$ cat config.mk
export PLATFORM = sky130hd
export DESIGN_NAME = ref_lvl_ctrl
export DESIGN_NICKNAME = d
export VERILOG_FILES = /design/src/rtl/ref_lvl_ctrl.sv
export SDC_FILE = /design/constraint.sdc
export NUM_CORES = 1
export LEC_CHECK = 0
export BUFFER_PORTS_ARGS = -buffer_cell sky130_fd_sc_hd__buf_4
export CELL_PAD_IN_SITES_DETAIL_PLACEMENT = 1
export CELL_PAD_IN_SITES_GLOBAL_PLACEMENT = 2
export CORE_MARGIN = 2
export CORE_UTILIZATION = 33
export CTS_BUF_LIST = sky130_fd_sc_hd__clkbuf_8 sky130_fd_sc_hd__clkbuf_16
export DETAILED_ROUTE_END_ITERATION = 6
export GPL_ROUTABILITY_DRIVEN = 0
export GPL_TIMING_DRIVEN = 0
export PLACE_DENSITY_LB_ADDON = 0.1
export SYNTH_ARGS = -nofsm -noshare
export SYNTH_HDL_FRONTEND = slang
export SYNTH_SLANG_ARGS = --single-unit
$ cat constraint.sdc
create_clock -name clk -period 5.4 [get_ports clk]
set_input_delay 0.81 -clock clk [delete_from_list [all_inputs] [get_ports clk]]
set_output_delay 0.81 -clock clk [all_outputs]
set_load 0.01 [all_outputs]
$ cat src/rtl/ref_lvl_ctrl.sv
// Decision-directed 4-PAM reference-level controller: block-averages |dec_in| and publishes ref_lvl (2s16).
// Optional macro REF_LVL_IIR_EN: smooth successive estimates with a first-order IIR instead of replacing them.
//
// state | meaning
// IDLE  | waiting for start, ref_lvl held
// ACQ   | accumulating |dec_in| over 2^LOG2_N strobes
// UPD   | one cycle: load new reference, then re-acquire or go idle
module ref_lvl_ctrl #(
  parameter int                 LOG2_N   = 4,
  parameter logic signed [17:0] REF_INIT = 18'sd43690,
  parameter int                 ALPHA_SH = 3
) (
  input  logic               clk,
  input  logic               reset,
  input  logic               sym_en,
  input  logic signed [17:0] dec_in,
  input  logic               start,
  input  logic               track,
  output logic signed [17:0] ref_lvl,
  output logic               ref_valid,
  output logic               upd_pulse,
  output logic               busy
);

  typedef enum logic [1:0] {IDLE, ACQ, UPD} state_t;

  state_t              state;
  logic [16+LOG2_N:0]  acc;
  logic [LOG2_N-1:0]   cnt;

  logic [17:0]         neg_in;
  logic [16:0]         mag;
  logic [16:0]         mean;
  logic signed [17:0]  half;
  logic signed [17:0]  next_ref;

  // -131072 has no positive 18-bit counterpart; clamp it to the largest magnitude
  always_comb begin
    neg_in = -dec_in;
    if (dec_in == 18'sh20000)
      mag = 17'h1FFFF;
    else if (dec_in[17])
      mag = neg_in[16:0];
    else
      mag = dec_in[16:0];
  end

  assign mean = acc[16+LOG2_N:LOG2_N];
  assign half = {2'b00, mean[16:1]};

`ifdef REF_LVL_IIR_EN
  logic signed [18:0] diff;
  logic signed [18:0] step;
  logic signed [18:0] sum19;
  logic signed [17:0] sat_ref;

  always_comb begin
    diff  = {half[17], half} - {ref_lvl[17], ref_lvl};
    step  = diff >>> ALPHA_SH;
    sum19 = {ref_lvl[17], ref_lvl} + step;
    if (sum19[18] != sum19[17])
      sat_ref = sum19[18] ? 18'sh20000 : 18'sh1FFFF;
    else
      sat_ref = sum19[17:0];
  end

  // first estimate after reset has no history worth filtering against
  assign next_ref = ref_valid ? sat_ref : half;
`else
  logic unused_alpha;
  assign unused_alpha = (ALPHA_SH != 0);
  assign next_ref     = half;
`endif

  always_ff @(posedge clk) begin
    if (!reset) begin
      state     <= IDLE;
      acc       <= '0;
      cnt       <= '0;
      ref_lvl   <= REF_INIT;
      ref_valid <= 1'b0;
      upd_pulse <= 1'b0;
      busy      <= 1'b0;
    end else begin
      upd_pulse <= 1'b0;
      case (state)
        IDLE: begin
          if (start) begin
            state <= ACQ;
            acc   <= '0;
            cnt   <= '0;
            busy  <= 1'b1;
          end
        end
        ACQ: begin
          if (sym_en) begin
            acc <= acc + {{LOG2_N{1'b0}}, mag};
            cnt <= cnt + 1'b1;
            if (cnt == '1)
              state <= UPD;
          end
        end
        UPD: begin
          ref_lvl   <= next_ref;
          ref_valid <= 1'b1;
          upd_pulse <= 1'b1;
          acc       <= '0;
          cnt       <= '0;
          if (track) begin
            state <= ACQ;
          end else begin
            state <= IDLE;
            busy  <= 1'b0;
          end
        end
        default: begin
          state <= IDLE;
          busy  <= 1'b0;
        end
      endcase
    end
  end

endmodule

==> results.txt <==
Leak Pwr = 1.48 nW
Final Slew Violations = 0
Max Cap Viol = 0
crit end category = flip-flop
I/O Buffers = 41
Util after Layout = 39.5%
crit-path cells = buf_4 -> or4_4 -> or2_0 -> or3_4 -> or3b_4 -> nand2_1 -> ha_1 -> fa_1 -> a21oi_1 -> o21ai_0 -> o211ai_1 -> nor3_1 -> o2111a_1 -> mux2i_1
Overflow after GRT = 0
TritonCTS clock tree = built
minimum clock period = 4490 ps
post-CTS setup buffers = 0
Avg Cell Area, Syn = 7.76 um2
cells after synthesis = 394
Placed Area = 3510 um2
Register Area = 921 um2
Post-route DRC = 0
Worst Hold Class = reg2reg
post-route cell area = 3600 um2
first-pass GRT wire length = 14.4 mm
I/O pins = 44
number of enable flip-flop cells after synthesis = 0
antenna violations before repair = 0
final setup vio count = 0
Post-synth top flop = dfxtp_1
# diodes = 0
Hold Slack = 473 ps
leading cell type in the layout, fill and taps excluded = nand2_1
Core Area = 9110 um2
largest net degree at the start of global routing = 17
DRT Pass-1 Iters = 4
Via density = 5.26
ys async rst share = 0%
layout cells sized above 1 = 13.5%
Clock Tree Buf Depth = 2
clock sink count = 46
Layout fillers = 1,133
HPWL after DPL = 6.91 mm
Worst Setup Start Kind = primary input
Final Hold Vio Count = 0
Yosys reg bits = 46
worst stage delay on the critical path = 530 ps
relative max-transition margin = 63.5%
post-CTS resize count = 0
post-route ant nets = 0
Required @ worst endpoint = 5640 ps
synth unique cells = 54
DR WL/cell = 15.2 um
Nets = 489
Pwr Density = 227 nW/um2
Cell Area, Synth = 3060 um2
height of the die = 100 um
Worst Tran Pin Value = 548 ps
# rows = 35
RSZ-0062 raised after global routing = no
worst-path maximum fanout = 4
CP Class = in2reg
fin crit share = 83.1%
Hold Buf Count CTS = 0
Max Clk Rate = 223 MHz
die footprint = 10,100 um2
area grow syn2layout = 17.8%
slowest CP cell = or4_4
Critical Path AT = 4720 ps
overall routing resource usage = 17.7%
Reg clk slew, reported paths = 90 ps
vias in the first global route = 2,881
Clock Latency Late Sink = 310 ps
clk_skew = 10.2 ps
Num CTS Buffers = 5
CTS root buffer = clkbuf_8
initial core utilization = 33.6%
run status = complete, no violations
most frequent cells in the layout = nand2_1, dfxtp_1, buf_4, a21oi_1, ha_1
die width = 100 um
DR vias = 2,921
Synth warnings = 0
register area share after synthesis = 30.1%
peak supply drop = 0.123 mV
Multi-input gate area = 2030 um2
CTS HTree Levels = 2
final wirelength = 8.44 mm
setup TNS = 0 ps
drt first-iter violations = 107
## metrics by stage
step	setup WS (ps)	power, mW	cells
floorplan	1300	0.533	395
global placement	690	0.603	547
detailed placement	663	0.606	547
CTS	957	0.826	555
global route	579	0.876	555
finish	913	0.818	555
## cells in the mapped netlist (3+ instances only)
cell type / instances / area [um2]
nand2b_1: 3 / 18.8
xor2_1: 13 / 114
inv_1: 8 / 30.0
clkbuf_1: 15 / 56.3
a211oi_1: 3 / 22.5
a22oi_1: 9 / 67.6
dfxtp_1: 46 / 921
nor2b_1: 14 / 87.6
nand3_1: 21 / 105
o21a_1: 9 / 67.6
a31oi_1: 3 / 18.8
nor2_1: 17 / 63.8
nand2_1: 76 / 285
a21oi_1: 27 / 135
mux2i_1: 3 / 30.0
nand4_1: 6 / 37.5
xnor2_1: 9 / 78.8
o21ai_0: 20 / 100
ha_1: 22 / 275
o211ai_1: 8 / 60.1
a21boi_0: 8 / 60.1
nor3_1: 10 / 50.1
or4_1: 3 / 22.5
## sequential cells by signal, summed over array words and instances, names as in the netlist
name       count
acc           21
busy           1
cnt            4
ref_lvl       16
ref_valid      1
state          2
upd_pulse      1
## cell type report
type	instances	share of cell area (%)
multi-input cells	323	56.3
flip-flops and latches	46	25.6
repair buffers	41	8.54
well taps	111	3.86
plain buffers	18	2.29
clock buffers	5	1.91
inverters	8	0.834
clock inverters	3	0.695
## cells by family (layout without fill, tap and decap cells)
| group | Yosys count | count (layout) | share of synthesized area (%) |
|---|---|---|---|
| AO/OA/AOI/OAI | 105 | 105 | 22.7 |
| XOR/XNOR | 22 | 22 | 6.30 |
| adder cells (fa/ha/maj) | 23 | 23 | 9.66 |
| buffers and inverters | 26 | 75 | 3.68 |
| flip-flops | 46 | 46 | 30.1 |
| multiplexers | 3 | 3 | 0.982 |
| other | 1 | 2 | 0.123 |
| AND/OR/NAND/NOR | 168 | 168 | 26.4 |
## path summary, 6_finish.rpt
path,startpoint,endpoint,slack [ps],cells after the start
max,dec_in[12],acc[20],910,14
min reg2reg,ref_lvl[14],ref_lvl[14],470,2
min,ref_lvl[14],ref_lvl[14],470,2
max reg2reg,acc[0],acc[20],2840,8
## where the power goes
| part | switching [mW] | internal, mW |
|---|---|---|
| clock network | 0.128 | 0.0936 |
| logic | 0.139 | 0.0907 |
| registers | 0.0151 | 0.352 |
| total | 0.282 | 0.537 |
## critical path, delay by kind of cell
kind | cells | cell delay [ps]
mux | 1 | 190
fa+ha+maj | 2 | 430
buf+inv | 1 | 130
simple gates | 6 | 2130
compound gates | 4 | 1050
## layer usage
| layer | vias to the layer above | global-route usage [%] | wire length, um |
|---|---|---|---|
| li1 | 1506 | - | - |
| met1 | 1366 | 24.5 | 4260 |
| met2 | 44 | 29.4 | 3870 |
| met3 | 5 | 1.81 | 223 |
| met4 | 0 | 4.43 | 86 |
| met5 | - | 0 | 0 |
(Power assumes the default switching activity.)
